--- src/rtl/priv_1_11_redirect_ctrl.sv ---
// Trap/MRET redirect controller: captures the machine-mode target, waits for the
// pipeline to drain, then presents the redirect to fetch until it is accepted.
module priv_1_11_redirect_ctrl #(
  parameter bit          VECTORED_EN = 1'b1,
  parameter int unsigned CAUSE_W     = 5
) (
  input  logic                    CLK,
  input  logic                    RST,
  input  logic                    intr,
  input  logic                    ret,
  input  logic                    pipe_clear,
  input  logic [3:0][31:0]        xtvec,
  input  logic [3:0][31:0]        xepc_r,
  input  logic                    cause_int,
  input  logic [CAUSE_W-1:0]      cause_code,
  input  logic                    fetch_ready,
  output logic                    insert_pc,
  output logic [31:0]             priv_pc,
  output logic                    redirect_busy,
  output logic [15:0]             redirect_count
);

  localparam int unsigned PC_W  = 32;
  localparam int unsigned CNT_W = 16;

  typedef enum logic [1:0] {IDLE, DRAIN, ISSUE} state_t;

  state_t          state;
  logic [PC_W-1:0] target;
  logic [PC_W-1:0] base_c;
  logic [PC_W-1:0] trap_target_c;
  logic            vectored_c;
  logic            unused_inputs;

  // Only the machine-level vector and EPC are consumed.
  assign unused_inputs = ^{xtvec[2:0], xepc_r[2:0]};

  // Vectoring applies to interrupts in mode 1 only; modes 0, 2, 3 are direct.
  assign base_c        = {xtvec[3][31:2], 2'b00};
  assign vectored_c    = VECTORED_EN && cause_int && (xtvec[3][1:0] == 2'b01);
  assign trap_target_c = vectored_c ? base_c + (PC_W'(cause_code) << 2) : base_c;

  always_ff @(posedge CLK) begin
    if (RST) begin
      state          <= IDLE;
      target         <= '0;
      insert_pc      <= 1'b0;
      priv_pc        <= '0;
      redirect_busy  <= 1'b0;
      redirect_count <= '0;
    end else begin
      case (state)
        IDLE: begin
          // intr wins over a simultaneous ret
          if (intr || ret) begin
            target        <= intr ? trap_target_c : xepc_r[3];
            state         <= DRAIN;
            redirect_busy <= 1'b1;
          end
        end
        DRAIN: begin
          if (pipe_clear) begin
            state     <= ISSUE;
            insert_pc <= 1'b1;
            priv_pc   <= target;
          end
        end
        ISSUE: begin
          if (fetch_ready) begin
            state          <= IDLE;
            insert_pc      <= 1'b0;
            priv_pc        <= '0;
            redirect_busy  <= 1'b0;
            redirect_count <= redirect_count + CNT_W'(1);
          end
        end
        default: begin
          state         <= IDLE;
          insert_pc     <= 1'b0;
          priv_pc       <= '0;
          redirect_busy <= 1'b0;
        end
      endcase
    end
  end

endmodule

--- config.mk ---
export PLATFORM = sky130hd
export DESIGN_NAME = priv_1_11_redirect_ctrl
export DESIGN_NICKNAME = d
export VERILOG_FILES = /design/src/rtl/priv_1_11_redirect_ctrl.sv
export SDC_FILE = /design/constraint.sdc
export NUM_CORES = 1
export LEC_CHECK = 0
export ABC_AREA = 1
export CELL_PAD_IN_SITES_DETAIL_PLACEMENT = 1
export CELL_PAD_IN_SITES_GLOBAL_PLACEMENT = 1
export CORE_UTILIZATION = 20
export CTS_CLUSTER_SIZE = 24
export DETAILED_ROUTE_END_ITERATION = 16
export PLACE_DENSITY_LB_ADDON = 0.1
export SKIP_CTS_REPAIR_TIMING = 1
export SYNTH_ARGS = -nofsm -noshare
export SYNTH_HDL_FRONTEND = slang
export SYNTH_SLANG_ARGS = --single-unit
--- constraint.sdc ---
create_clock -name CLK -period 1.8 [get_ports CLK]
set_input_delay 0.27 -clock CLK [delete_from_list [all_inputs] [get_ports CLK]]
set_output_delay 0.27 -clock CLK [all_outputs]
set_load 0.05 [all_outputs]
==> reports/qor.yml, run 1 <==
run_status:
  outcome: "finished clean"
synthesis:
  muxShareOfSynthArea_pct: 0
  largest_family_of_logic_cells_by_synthesized_area: "simple AND/OR/NAND/NOR gates"
  synth.ff_latch_count: 84
  synth_top_cell_by_area: "sky130_fd_sc_hd__dfxtp_1"
  synth_compound_gate_area_share_pct: 16.2
  post_synth.cell_area_avg_um2: 6.48
  syn-cell-area_um2: 4440
  post_synth_inst_count: 684
  unique_masters_post_synth: 32
  synth-seq-area-share_pct: 37.9
  syn_nets: 959
  netlist_top_cells_area: "sky130_fd_sc_hd__dfxtp_1 (38%), sky130_fd_sc_hd__nand2_1 (17%), sky130_fd_sc_hd__a21oi_1 (11%), sky130_fd_sc_hd__nor2_1 (7.6%), sky130_fd_sc_hd__inv_1 (4.0%)"
  synth-simple-area-share_pct: 35.5
  synthDominantCellAreaShare_pct: 37.9
  yosys_warnings: 0
  post_synth_fa_ha_maj_area_fraction_pct: 2.14
  synth_xor_area_share_pct: 1.38
power_and_ir_drop:
  power.leakage_nw: 3.08
  power.combinational.fraction_pct: 22.3
  total_power_divided_by_cell_area_nw_per_um2: 727
  share_clk_of_total_power_pct: 38.8
  power_frac_seq_pct: 38.9
  ir_worst_vdd_mv: 0.542
  p_sw_share_pct: 28.7
  p_int_w: 0.00370
  net_switching_component_of_the_power_w: 0.00149
floorplanning:
  height_of_the_die_um: 151
  initial_utilization_pct: 20.4
  die_width_um: 151
  fp.dieArea_um2: 22800
  floorplan.io_pins: 318
  floorplan.rows: 54
  core_um2: 21800
global_routing:
  grt_pass1_wl_um: 28600
  grt_start_max_net_pins: 70
  grt_usage_pct: 16.2
  grt_antenna_before_repair: 0
  first_global_vias: 5461
  total_congestion_overflow: 0
timing:
  timing.clock.skew_ns: 0.0104
  final_hold_fails: 0
  max_slew_margin_pct: 65.1
  setup_ws_ns: 0.0481
  max_slew_violation_total_from_the_final_report: 0
  whs_ns: 0.447
  fmax_mhz: 571
  period_share_pct: 97.3
  tightest_slew_ns: 0.522
  fin_crit_ns: 1.75
  final_setup_fails: 0
placement:
  io_buffer_count: 125
  routabilityCongestion: 0.836
  dp.final_hpwl_um: 14500
  pre_cts_ws_ns: -0.640
  postPlaceCellArea_um2: 6600
clock_tree:
  clock_root_buffer: "sky130_fd_sc_hd__clkbuf_16"
  clk-insertion-delay-late_ns: 0.34
  cts_tree: "built"
  cts-buffers-inserted: 9
  ctsLongestPathBuffers: 2
  worst_setup_hold_path_clk_slew_ns: 0.06
  cts-htree-levels: 3
  clock_sink_count: 84
final_layout:
  drive_above_1_share_pct: 25.0
  antenna_fix_cells: 0
  areaGrowthSynthToFinish_pct: 60.9
  fin_area_um2: 7140
  num-nets-final: 1167
critical_path:
  maximum_single_stage_delay_on_the_critical_path_ns: 0.80
  critPathLaunchType: "register"
  cp-end-kind: "output port"
  worstPathArrival_ns: 1.48
  reg2reg_slack_ns: 0.21
  critical_path.reg2reg.startpoint: "redirect_count[4]"
  timing.critical_path.buf_inv: 1
  cp_max_fo: 4
  cp_top_family: "buffers and inverters"
  ws_path_type: "reg2out"
  worst_ep_required_time_ns: 1.53
  crit_slowest_cell: "sky130_fd_sc_hd__clkdlybuf4s50_1"
  crit_chain: "clkdlybuf4s50_1"
  worstRegToRegCells: 9
  r2r-end: "redirect_count[15]"
hold_path:
  worst_hold_path.endpoint: "target[2]"
  hold_path_class: "in2reg"
  timing.hold.worst.start: "xtvec[98]"
  whs_path_depth: 3
routing:
  detailedRoute.firstPassIterationCount: 6
  routedWlPerCell_um: 15.4
  drc: 0
  drt.antenna.violating_nets: 0
  post_drt_via_cell_ratio: 4.44
  detail_route.wirelength_um: 18100
  via_count: 5224
  first_iter_violations: 184
job:
  cap_violations: 0
==> final cells by class <==
type | instances | area [um^2]
fill | 2666 | 14600
tap | 280 | 350
clock inverter | 7 | 98.8
timing repair buffer | 226 | 1970
clock buffer | 9 | 225
multi-input combinational | 522 | 2620
sequential | 84 | 1690
inverter | 49 | 184
==> placed cells by master, fill, tap and decap left out, types with 2 or more instances in the layout <==
| cell type | synthesis | final |
|---|---|---|
| sky130_fd_sc_hd__nand3b_1 | 5 | 5 |
| sky130_fd_sc_hd__a21oi_1 | 95 | 92 |
| sky130_fd_sc_hd__dfxtp_1 | 84 | 81 |
| sky130_fd_sc_hd__bufinv_16 | 0 | 2 |
| sky130_fd_sc_hd__o21ai_1 | 1 | 6 |
| sky130_fd_sc_hd__xnor2_1 | 2 | 2 |
| sky130_fd_sc_hd__nor2_4 | 3 | 4 |
| sky130_fd_sc_hd__nand3_4 | 1 | 2 |
| sky130_fd_sc_hd__buf_12 | 0 | 4 |
| sky130_fd_sc_hd__ha_4 | 0 | 3 |
| sky130_fd_sc_hd__nand4_1 | 13 | 13 |
| sky130_fd_sc_hd__o21a_1 | 2 | 2 |
| sky130_fd_sc_hd__nand3_1 | 34 | 28 |
| sky130_fd_sc_hd__o21ai_2 | 0 | 2 |
| sky130_fd_sc_hd__nor3_1 | 10 | 9 |
| sky130_fd_sc_hd__dlymetal6s2s_1 | 0 | 15 |
| sky130_fd_sc_hd__o211ai_1 | 4 | 4 |
| sky130_fd_sc_hd__a21oi_2 | 1 | 4 |
| sky130_fd_sc_hd__clkinv_4 | 0 | 2 |
| sky130_fd_sc_hd__clkbuf_16 | 0 | 9 |
| sky130_fd_sc_hd__nand2_2 | 4 | 6 |
| sky130_fd_sc_hd__xor2_1 | 5 | 5 |
| sky130_fd_sc_hd__buf_4 | 0 | 145 |
| sky130_fd_sc_hd__ha_1 | 6 | 2 |
| sky130_fd_sc_hd__clkdlybuf4s50_1 | 0 | 61 |
| sky130_fd_sc_hd__nor2_1 | 90 | 80 |
| sky130_fd_sc_hd__nand2_4 | 1 | 4 |
| sky130_fd_sc_hd__nand3_2 | 2 | 7 |
| sky130_fd_sc_hd__nor2_2 | 4 | 13 |
| sky130_fd_sc_hd__o21ai_0 | 33 | 26 |
| sky130_fd_sc_hd__nand2_1 | 201 | 196 |
| sky130_fd_sc_hd__inv_1 | 47 | 45 |
| sky130_fd_sc_hd__inv_2 | 2 | 4 |
| sky130_fd_sc_hd__dfxtp_2 | 0 | 3 |
==> Yosys cell counts, drive strengths merged <==
cell	count
clkbuf	20
nand4	13
nand3b	5
a31o	1
a21boi	1
nand2	206
and3	1
o21a	2
o211ai	4
a21oi	96
xnor2	2
o21ai	34
nor2	97
dfxtp	84
buf	9
nand3	37
inv	49
xor2	5
nor3	10
fa	1
ha	6
or2	1
==> worst max path at each step <==
| stage | start | to | slack [ns] | cells after the start |
|---|---|---|---|---|
| floorplan | redirect_count[2] | redirect_count[11] | 0.02 | 7 |
| global placement | xtvec[100] | target[19] | -0.61 | 12 |
| detailed placement | xtvec[102] | target[19] | -0.64 | 12 |
| CTS | xtvec[102] | target[19] | -0.30 | 12 |
| global route | xtvec[103] | target[16] | -0.02 | 12 |
| finish | redirect_count[1] | redirect_count[1] | 0.05 | 1 |
==> cell families (layout without fill, tap and decap cells) <==
family,Yosys count,count (layout)
xor+xnor,7,7
buf+inv,78,291
simple gates,370,370
compound gates,138,138
fa+ha+maj,7,7
flops,84,84
==> through the flow <==
step | std cells | power, W | utilization (%) | TNS [ns]
detailed placement | 1160 | 0.00319 | 30.3 | -14.12
global placement | 1160 | 0.00317 | 30.3 | -12.66
CTS | 1176 | 0.00522 | 31.8 | -4.00
finish | 1177 | 0.00519 | 32.8 | 0
floorplan | 684 | 0.00256 | - | 0
global route | 1177 | 0.00545 | 32.8 | -0.0302
==> state kept, by name (all words and copies together) (netlist names) <==
signal          flops
insert_pc           1
redirect_count     16
priv_pc            32
redirect_busy       1
target             32
state               2
==> power by group through the flow <==
stage / logic [W] / registers (W) / clock network, W
floorplan: 0.000442 / 0.00211 / 0
global placement: 0.00112 / 0.00206 / 0
CTS: 0.00114 / 0.00202 / 0.00207
finish: 0.00116 / 0.00202 / 0.00201
global route: 0.00127 / 0.00203 / 0.00215
detailed placement: 0.00113 / 0.00206 / 0
==> layer usage <==
| layer | wire length (um) | GRT usage, % | vias to the layer above |
|---|---|---|---|
| li1 | - | - | 2645 |
| met1 | 8780 | 22.0 | 2485 |
| met2 | 8680 | 27.6 | 81 |
| met3 | 466 | 1.81 | 13 |
| met4 | 160 | 3.20 | 0 |
| met5 | 0 | 0 | - |
No activity file was read; power rests on OpenSTA's default activity.
==> run 2, diff against run 1 <==
==> constraint.sdc (replaced) <==
create_clock -name CLK -period 1.6 [get_ports CLK]
set_input_delay 0.24 -clock CLK [delete_from_list [all_inputs] [get_ports CLK]]
set_output_delay 0.24 -clock CLK [all_outputs]
set_load 0.05 [all_outputs]
==> run 2 against run 1 <==
The run now ends with DRC left. Global-route usage increased by 0.55 points. Routed wire length increased by 3.4%. Clock skew decreased by 0.0014 ns. Sequential cell count unchanged. Design area increased by 2.0%. Die area unchanged. Combinational power increased by 15%. Highest routed layer unchanged.
==> reports/qor.yml, run 2 (synthesis gave the netlist of run 1 again) <==
run_status:
  outcome: "finished, violations left"
  failed_checks: "DRC"
floorplanning:
  core_um2: 21800
  floorplan.rows: 54
  floorplan.io_pins: 318
  die_width_um: 151
  fp.dieArea_um2: 22800
  height_of_the_die_um: 151
  initial_utilization_pct: 20.4
hold_path:
  hold_path_class: "in2reg"
  timing.hold.worst.start: "xtvec[102]"
power_and_ir_drop:
  total_power_divided_by_cell_area_nw_per_um2: 811
  ir_worst_vdd_mv: 0.452
  power.leakage_nw: 3.24
final_layout:
  footprint_of_the_multi_input_gates_um2: 2700
  largest_registers: "priv_pc (32), target (32), redirect_count (16)"
  antenna_fix_cells: 0
  drive_above_1_share_pct: 28.2
  areaGrowthSynthToFinish_pct: 64.1
  layoutNonFillerInstCount: 1177
  mostFrequentLayoutCell: "sky130_fd_sc_hd__nand2_1"
  fin_area_um2: 7280
  ff_latch_area_um2: 1690
  num-nets-final: 1168
  filler_cell_count: 2707
  commonest_cells_after_routing_fill_and_taps_aside: "sky130_fd_sc_hd__nand2_1 (191), sky130_fd_sc_hd__buf_4 (143), sky130_fd_sc_hd__a21oi_1 (92)"
placement:
  io_buffer_count: 125
  placed_cells: 1160
  dp.final_hpwl_um: 14700
  postPlaceCellArea_um2: 6640
  routabilityCongestion: 0.854
timing:
  final_hold_fails: 0
  tightest_slew_ns: 0.477
  max_slew_violation_total_from_the_final_report: 0
  final_setup_fails: 0
  timing.setup.tns_ns: 0
  max_slew_margin_pct: 67.9
  fmax_mhz: 659
  whs_ns: 0.346
  timing.clock.skew_ns: 0.00902
  period_share_pct: 94.8
  fin_crit_ns: 1.52
critical_path:
  critPathLaunchType: "input pin"
  maximum_single_stage_delay_on_the_critical_path_ns: 0.29
  ws_path_type: "in2reg"
  critical_path.reg2reg.startpoint: "redirect_count[4]"
  crit_slowest_cell: "sky130_fd_sc_hd__ha_4"
  worstPathArrival_ns: 1.74
  cp_max_fo: 8
  cpMostUsedCell: "sky130_fd_sc_hd__nand2_1"
  cp-end-kind: "register"
  crit_chain: "dlymetal6s2s_1, ha_4, nand2_2, inv_1, nand3_2, nand2_4, nand4_1, nand2_1, nand2_1, o21ai_1, buf_4, a21oi_1"
  worst_ep_required_time_ns: 1.82
  source_of_the_critical_timing_path: "cause_code[4]"
clock_tree:
  worst_setup_hold_path_clk_slew_ns: 0.06
  cts-htree-levels: 3
  cts-buffers-inserted: 9
  clock_root_buffer: "sky130_fd_sc_hd__clkbuf_16"
  ctsLongestPathBuffers: 2
  cts_tree: "built"
  clock_sink_count: 84
  clk-insertion-delay-late_ns: 0.35
global_routing:
  grt_pass1_wl_um: 29000
  first_global_vias: 5323
  grt_antenna_before_repair: 0
  grt_usage_pct: 16.8
  grt_start_max_net_pins: 70
  total_congestion_overflow: 0
routing:
  first_iter_violations: 180
  drt.antenna.violating_nets: 0
  routedWlPerCell_um: 15.9
  post_drt_via_cell_ratio: 4.45
  detailedRoute.firstPassIterationCount: 10
  detail_route.wirelength_um: 18700
  via_count: 5233
  drc: 1
job:
  cap_violations: 0
-- run 2: changes by cell type in the layout (fill, tap and decap cells not counted), moves of 4 or more --
cell / delta
sky130_fd_sc_hd__nand3_1: -5
sky130_fd_sc_hd__nand3_2: +5
sky130_fd_sc_hd__nor2_1: -4
sky130_fd_sc_hd__dfxtp_2: +7
sky130_fd_sc_hd__nand2_2: +4
sky130_fd_sc_hd__o21ai_1: +6
sky130_fd_sc_hd__clkdlybuf4s50_1: -20
sky130_fd_sc_hd__dlymetal6s2s_1: +15
sky130_fd_sc_hd__o21ai_0: -4
sky130_fd_sc_hd__nand2_1: -5
sky130_fd_sc_hd__dfxtp_1: -7
-- run 2: power by group --
group | switching (W) | total, W | internal [W]
Clock | 0.000895 | 0.00230 | 0.00140
Combinational | 0.000739 | 0.00133 | 0.000590
Sequential | 0.0000717 | 0.00227 | 0.00220
Total | 0.00171 | 0.00590 | 0.00420
-- run 2: final timing paths --
check             cells after the start  slack (ns)            endpoint
hold reg to reg                       2        0.46         priv_pc[20]
setup reg to reg                      9        0.15  redirect_count[13]
hold / removal                        3        0.35           target[6]
setup / recovery                     12        0.08          target[21]
-- run 2: critical path: cells and delay by family --
family	cells	cell delay (ns)
buffers and inverters	3	0.34
adder cells (fa/ha/maj)	1	0.29
AND/OR/NAND/NOR	6	0.67
AO/OA/AOI/OAI	2	0.18
-- run 2: final cells by class --
class / instances / share of cell area (%)
clock buffers: 11 / 3.33
well taps: 280 / 4.81
clock inverters: 4 / 1.01
multi-input cells: 522 / 37.1
repair buffers: 227 / 27.9
flip-flops and latches: 84 / 23.3
inverters: 49 / 2.56
-- run 2: stage by stage --
stage / util, % / worst slack, ns / total power (W)
floorplan: - / 0.0113 / 0.00288
global route: 33.5 / -0.0164 / 0.00622
CTS: 32.0 / -0.405 / 0.00594
detailed placement: 30.5 / -0.764 / 0.00361
global placement: 30.5 / -0.717 / 0.00359
finish: 33.5 / 0.0830 / 0.00590
-- run 2: per-layer routing --
layer / routed length [um] / part of all wire (%) / global-route usage, %
met1: 9030 / 48 / 22.7
met2: 8770 / 47 / 27.4
met3: 644 / 3.4 / 2.68
met4: 255 / 1.4 / 4.65
met5: 0 / 0 / 0
